===== config.mk =====
export PLATFORM = sky130hd
export DESIGN_NAME = sar_ctrl
export DESIGN_NICKNAME = d
export VERILOG_FILES = /design/src/rtl/sar_ctrl.sv
export SDC_FILE = /design/constraint.sdc
export NUM_CORES = 1
export LEC_CHECK = 0
export CAP_MARGIN = 20
export CORE_UTILIZATION = 30
export DETAILED_ROUTE_END_ITERATION = 12
export GPL_TIMING_DRIVEN = 1
export PLACE_DENSITY = 0.59
export SLEW_MARGIN = 20
export SYNTH_ARGS = -nofsm -noshare
export SYNTH_HDL_FRONTEND = slang
export SYNTH_SLANG_ARGS = --single-unit

===== constraint.sdc =====
create_clock -name clk -period 4.45 [get_ports clk]
set_input_delay 0.89 -clock clk [delete_from_list [all_inputs] [get_ports clk]]
set_output_delay 0.89 -clock clk [all_outputs]
set_load 0.02 [all_outputs]

===== src/rtl/sar_ctrl.sv =====
// sar_ctrl: successive-approximation controller for a bottom-plate CDAC.
// The sequence is sample, then for each bit MSB first: trial, then compare.
// Define SAR_CMP_TIMEOUT_EN to add the comparator timeout and the sticky
// tmo_err output. When it is undefined, COMPARE waits for comp_valid forever.
module sar_ctrl #(
  parameter int Ndac        = 16,
  parameter int SAMP_CYCLES = 4,
  parameter int TMO_CYCLES  = 15
) (
  input  logic            clk,
  input  logic            rst_n,
  input  logic            start,
  input  logic            comp_valid,
  input  logic            comp_out,
  output logic            comp_req,
  output logic            samp,
  output logic [Ndac-1:0] cap_botplate,
  output logic            busy,
  output logic [Ndac-1:0] result,
  output logic            result_valid
`ifdef SAR_CMP_TIMEOUT_EN
  ,
  output logic            tmo_err
`endif
);

  localparam int IW = $clog2(Ndac);
  localparam int SW = $clog2(SAMP_CYCLES + 1);
`ifdef SAR_CMP_TIMEOUT_EN
  localparam int TW = $clog2(TMO_CYCLES + 1);
`endif

  typedef enum logic [2:0] {
    IDLE,
    SAMPLE,
    TRIAL,
    COMPARE,
    DONE
  } state_e;

  state_e          state_q, state_d;
  logic [IW-1:0]   idx_q, idx_d;
  logic [SW-1:0]   cnt_q, cnt_d;
  logic            samp_q, samp_d;
  logic            comp_req_q, comp_req_d;
  logic [Ndac-1:0] cap_q, cap_d;
  logic [Ndac-1:0] result_q, result_d;
  logic            result_valid_q, result_valid_d;
  logic            decide;
  logic            bitVal;
`ifdef SAR_CMP_TIMEOUT_EN
  logic [TW-1:0]   tmo_cnt_q, tmo_cnt_d;
  logic            tmo_err_q, tmo_err_d;
`endif

  // State and output registers; an asserted reset aborts any conversion at once
  always_ff @(posedge clk or negedge rst_n) begin
    if (!rst_n) begin
      state_q        <= IDLE;
      idx_q          <= IW'(Ndac - 1);
      cnt_q          <= '0;
      samp_q         <= 1'b0;
      comp_req_q     <= 1'b0;
      cap_q          <= '0;
      result_q       <= '0;
      result_valid_q <= 1'b0;
`ifdef SAR_CMP_TIMEOUT_EN
      tmo_cnt_q      <= '0;
      tmo_err_q      <= 1'b0;
`endif
    end else begin
      state_q        <= state_d;
      idx_q          <= idx_d;
      cnt_q          <= cnt_d;
      samp_q         <= samp_d;
      comp_req_q     <= comp_req_d;
      cap_q          <= cap_d;
      result_q       <= result_d;
      result_valid_q <= result_valid_d;
`ifdef SAR_CMP_TIMEOUT_EN
      tmo_cnt_q      <= tmo_cnt_d;
      tmo_err_q      <= tmo_err_d;
`endif
    end
  end

  // Next-state logic; outputs are computed here as next values so they come out registered
  always_comb begin
    state_d        = state_q;
    idx_d          = idx_q;
    cnt_d          = cnt_q;
    samp_d         = samp_q;
    comp_req_d     = comp_req_q;
    cap_d          = cap_q;
    result_d       = result_q;
    result_valid_d = 1'b0;
    decide         = 1'b0;
    bitVal         = 1'b0;
`ifdef SAR_CMP_TIMEOUT_EN
    tmo_cnt_d      = tmo_cnt_q;
    tmo_err_d      = tmo_err_q;
`endif
    case (state_q)
      IDLE: begin
        if (start) begin
          state_d = SAMPLE;
          cap_d   = '0;
          samp_d  = 1'b1;
          cnt_d   = '0;
`ifdef SAR_CMP_TIMEOUT_EN
          tmo_err_d = 1'b0;
`endif
        end
      end
      SAMPLE: begin
        if (cnt_q == SW'(SAMP_CYCLES - 1)) begin
          state_d = TRIAL;
          samp_d  = 1'b0;
          idx_d   = IW'(Ndac - 1);
          cnt_d   = '0;
        end else begin
          cnt_d = cnt_q + SW'(1);
        end
      end
      TRIAL: begin
        cap_d[idx_q] = 1'b1;
        comp_req_d   = 1'b1;
        state_d      = COMPARE;
`ifdef SAR_CMP_TIMEOUT_EN
        tmo_cnt_d    = '0;
`endif
      end
      COMPARE: begin
        if (comp_valid) begin
          decide = 1'b1;
          bitVal = comp_out;
        end
`ifdef SAR_CMP_TIMEOUT_EN
        else if (tmo_cnt_q == TW'(TMO_CYCLES - 1)) begin
          decide    = 1'b1;
          bitVal    = 1'b0;
          tmo_err_d = 1'b1;
        end else begin
          tmo_cnt_d = tmo_cnt_q + TW'(1);
        end
`endif
        if (decide) begin
          cap_d[idx_q] = bitVal;
          comp_req_d   = 1'b0;
          if (idx_q == '0) begin
            state_d = DONE;
          end else begin
            idx_d   = idx_q - IW'(1);
            state_d = TRIAL;
          end
        end
      end
      DONE: begin
        result_d       = cap_q;
        result_valid_d = 1'b1;
        state_d        = IDLE;
      end
      default: begin
        state_d = IDLE;
      end
    endcase
  end

  assign comp_req     = comp_req_q;
  assign samp         = samp_q;
  assign cap_botplate = cap_q;
  assign busy         = (state_q != IDLE);
  assign result       = result_q;
  assign result_valid = result_valid_q;
`ifdef SAR_CMP_TIMEOUT_EN
  assign tmo_err      = tmo_err_q;
`endif

endmodule

== After elaboration in Yosys (flattened, before gate mapping) ==
Cells that the tools add are included.
Storage, ports and cells
  logic and storage cells: 64
  input bits: 5
  output and inout bits: 36
  register bits: 45
Cells by class
  eq/ne operators: 9
  reduce and logical (&&, ||, !) cells: 14
  add/sub/neg operators: 2
  multiplexer cells: 28
  bitwise operators: 1
  magnitude comparators: 2
Operators with widths (number)
  $pmux 16 s3: 1
  $mux 16: 2
  $mux 3: 6
  $bwmux 16: 1
  $or 16x16->16: 1
  $mux 4: 3
  $pmux 3 s4: 1
  $eq 3x2->1 const B: 3
  $mux 1: 9
  $reduce_and 3->1: 3
  $ne 2x2->1 const B: 4
  $pmux 4 s2: 1
  $pmux 3 s2: 1
  $reduce_bool 2->1: 3
  $reduce_bool 3->1: 2
  $lt 4x5->1 const B: 1
  $demux 1 s4: 1
  $ge 4x1->1 const B: 1
  $logic_not 4->1: 1
  $pmux 1 s2: 2
  $reduce_and 2->1: 2
  $reduce_and 4->1: 1
  $sub 4x1->4 const B: 1
  $add 3x1->3 const B: 1
  4 further kinds: 4

== Logic depth before layout (Yosys ltp) ==
  word-level depth: 7
  depth in mapped cells: 7
  depth with buffers taken out: 6

== Worst setup path before layout ==
No wires, ideal clock.
  path kind: input-to-reg
  from: input comp_valid
  to: register cap_q[10], in the netlist cap_botplate[10]
  setup slack: 2.330 ns
  arrival: 1.999 ns
  required time: 4.329 ns
  stages: 7
  path buffers: 3
  cell sequence: buf_2 > and3_1 > a21oi_1 > or2_2 > clkbuf_1 > buf_2 > o22a_1
On the way
  word-level cells in the longest chain between the ends: 5
Ends and longest elaborated chain
  start: declaration: RTL line 13  | input logic comp_valid,
  $mux 1: RTL line 134  | if (comp_valid) begin
  $mux 1: RTL line 103  | case (state_q)
  $bwmux 16: RTL line 148  | cap_d[idx_q] = bitVal;
  $mux 16: RTL line 147  | if (decide) begin
  $pmux 16 s3: RTL line 103
  end signal: assignment: RTL line 77  | cap_q <= cap_d;
  end: declaration: RTL line 46  | logic [Ndac-1:0] cap_q, cap_d;
Several ways; a longest one is shown, not always the timed one. The select of a mux whose other input is x is not followed.
A chain may end at the register's enable or synchronous reset.

== Final worst setup path ==
  from: input comp_valid
  to: register cap_q[8], in the netlist cap_botplate[8]
Same word-level chain as after synthesis.

==> results.sh <==
export IMPL_status="finished clean"
export IMPL_detail_route_wl_per_cell_um=14.0
export IMPL_port_buffers=40
export IMPL_syn_cell_area_um2=2170
export IMPL_drc=0
export IMPL_seq_area_frac_synth_pct=52.0
export IMPL_holdPathEnd="result[3]"
export IMPL_clock_path_buffers=2
export IMPL_r2r_cells=4
export IMPL_tightestPinTransition_ns=1.01
export IMPL_p_leak_nw=1.26
export IMPL_holdCritStartpoint="result[3]"
export IMPL_grt_usage_pct=13.4
export IMPL_ctsResizeCount=0
export IMPL_grt_max_degree=46
export IMPL_first_pass_iters=6
export IMPL_num_vias=1607
export IMPL_relSlewSlack_pct=32.4
export IMPL_antenna_cells=0
export IMPL_hpwl_mm=3.00
export IMPL_ys_warn_count=0
export IMPL_overflow=0
export IMPL_io_pins=41
export IMPL_p_per_area_nw_per_um2=616
export IMPL_cts_hold_fix_buffers=0
export IMPL_fin_crit_ns=2.68
export IMPL_slew_viol_final=0
export IMPL_arrival_ns=2.92
export IMPL_synth_compound_gate_area_share_pct=18.1
export IMPL_final_layout_size_suffix_gt1_share_pct=15.4
export IMPL_fp_dieW_um=87.1
export IMPL_path_clk_slew_ns=0.09
export IMPL_cts_tree="built"
export IMPL_finalWorstSetupSlack_ns=1.77
export IMPL_drt_wl_total_mm=4.53
export IMPL_endpoint_kind="register"
export IMPL_worstSetupStartpointType="input port"
export IMPL_yosys_area_share_simple_pct=13.7
export IMPL_cts_setup_buffers=0
export IMPL_fin_setup_tns_ns=0
export IMPL_gp_congestion=0.749
export IMPL_place_ws_ns=1.52
export IMPL_rsz0062_at_grt="no"
export IMPL_nFillCells=713
export IMPL_design_area_um2=2740
export IMPL_finalSetupViolations=0
export IMPL_r2r_slack_ns=2.32
export IMPL_r2r_end="idx_q[2]"
export IMPL_syn_avg_cell_area_um2=11.2
export IMPL_via_per_inst=4.96
export IMPL_synth_fp_nets=205
export IMPL_area_growth_pct=25.9
export IMPL_clock_sinks=45
export IMPL_grt_pass1_vias=1544
export IMPL_die_area_um2=7590
export IMPL_synth_xor_area_share_pct=0
export IMPL_syn_inst=194
export IMPL_antenna_found_initial=0
export IMPL_max_freq_mhz=374
export IMPL_ys_ff_latch=45
export IMPL_synth_top_family_by_area="compound AO/OA/AOI/OAI gates"
export IMPL_dpl_instance_area_um2=2620
export IMPL_muxShareOfSynthArea_pct=8.80
export IMPL_initial_core_util_pct=31.5
export IMPL_row_count=30
export IMPL_clock_latency_ns=0.30
export IMPL_skew_ns=0.00944
export IMPL_timing_rr_start="state_q[0]"
export IMPL_ir_drop_uv=261
export IMPL_numCtsBuffers=5
export IMPL_period_share_pct=60.1
export IMPL_synthDistinctLibCells=33
export IMPL_hold_path_class="register to register"
export IMPL_cp_max_fo=16
export IMPL_ant_nets=0
export IMPL_coreArea_um2=6910
export IMPL_synth_fa_ha_area_share_pct=3.45
export IMPL_grt_pass1_wl_mm=7.84
export IMPL_hold_viol=0
export IMPL_min_path_cells=1
export IMPL_cap_viol_max_count=0
export IMPL_drt_iter0_drc=63
export IMPL_htree_levels=2
export IMPL_critPathRequiredTime_ns=4.69
export IMPL_crit_type="input port to register"
export IMPL_fin_nets=238
export IMPL_die_h_um=87.1
export IMPL_cts_root_buffer="clkbuf_8"
## sequential cells by signal (all words and copies together) (netlist names)
name          flops
cap_botplate     16
cnt_q             3
comp_req          1
idx_q             4
result           16
result_valid      1
samp              1
state_q           3
## through the flow
| stage | std cells | utilization (%) | hold slack [ns] | power, W |
|---|---|---|---|---|
| final | 324 | 39.6 | 0.508 | 0.00169 |
| after global routing | 324 | 39.6 | 0.520 | 0.00181 |
| after CTS | 324 | 39.6 | 0.516 | 0.00171 |
| after detailed placement | 316 | 37.9 | 0.494 | 0.00139 |
| after global placement | 316 | 37.9 | 0.481 | 0.00138 |
| after floorplan | 194 | - | 0.470 | 0.00113 |
## cell usage in the layout, fill, tap and decap left out, types with 2 or more instances in the layout
cell type / Yosys / routed
o211ai_1: 2 / 2
o22a_1: 16 / 16
nor3_1: 5 / 5
dfstp_2: 4 / 4
dfrtp_1: 41 / 41
clkdlybuf4s50_1: 0 / 39
ha_1: 6 / 6
nand3b_1: 2 / 2
clkbuf_8: 0 / 5
nor2b_1: 4 / 4
and3_1: 13 / 13
and3_2: 3 / 3
nand2_1: 5 / 5
inv_1: 4 / 4
mux2_2: 17 / 17
a21oi_1: 19 / 19
and2_1: 5 / 5
or3b_1: 3 / 3
a31oi_1: 4 / 4
a41oi_1: 2 / 2
a32o_1: 2 / 2
nor2_1: 7 / 7
o21ai_0: 7 / 7
## power by group
| part | total (W) | switching (W) | internal, W |
|---|---|---|---|
| clock | 0.000314 | 0.000145 | 0.000168 |
| sequential | 0.000640 | 0.000116 | 0.000524 |
| combinational | 0.000732 | 0.000397 | 0.000335 |
| total | 0.00169 | 0.000659 | 0.00103 |
## metal layers
metal  up-vias  track usage [%]  part of all wire (%)
met5         -                0                     0
met4         0             4.92                   1.6
met3         6             2.46                   3.1
met2        31             21.8                    48
met1       793             17.7                    48
li1        777                -                     -
## cell type report
class                           instances  area [um2]  area share (%)
Sequential cell                        45        1130            41.3
Multi-Input combinational cell        131         958            35.0
Timing Repair Buffer                   40         398            14.5
Tap cell                               96         120            4.39
Clock buffer                            5        68.8            2.51
Clock inverter                          3        46.3            1.69
Inverter                                4        15.0           0.548
## kinds of logic after synthesis
logic type | Yosys count
compound gates | 57
simple gates | 51
flops | 45
buf+inv | 18
mux | 17
fa+ha+maj | 6
## Yosys cell counts
cell type,number,area [um2]
nand2b_1,1,6.26
a21oi_1,19,95.1
a32o_1,2,20.0
nor2b_1,4,25.0
a31oi_1,4,25.0
o22a_1,16,140
buf_2,8,40.0
and2_1,5,31.3
a21boi_0,1,7.51
a21o_1,1,7.51
o21ai_0,7,35.0
and3_1,13,81.3
nand2_1,5,18.8
mux2_2,17,191
clkbuf_1,5,18.8
nand3b_1,2,15.0
dfrtp_1,41,1030
buf_6,1,11.3
o211ai_1,2,15.0
and3_2,3,22.5
ha_1,6,75.1
or3b_1,3,26.3
or2_2,1,6.26
dfstp_2,4,105
o21bai_1,1,7.51
a21oi_4,1,16.3
a41oi_1,2,17.5
nor2_1,7,26.3
or3_1,1,6.26
and2b_1,1,7.51
inv_1,4,15.0
nor3_1,5,25.0
o21a_1,1,7.51
## worst max-delay path by stage
stage / depth (start not counted) / start / slack [ns] / endpoint
global placement: 5 / comp_valid / 1.57 / cap_botplate[4]
floorplan: 7 / comp_valid / 2.33 / cap_botplate[10]
global route: 5 / comp_valid / 1.64 / cap_botplate[8]
detailed placement: 5 / comp_valid / 1.52 / cap_botplate[8]
finish: 5 / comp_valid / 1.77 / cap_botplate[8]
CTS: 2 / state_q[1] / 1.79 / busy
## critical path, stage by stage
cell and delay (ns):
clkdlybuf4s50_1 0.67, nand2_1 0.09, a21oi_1 0.81, and3_2 0.33, o22a_1 0.12
(Power assumes the default switching activity.)
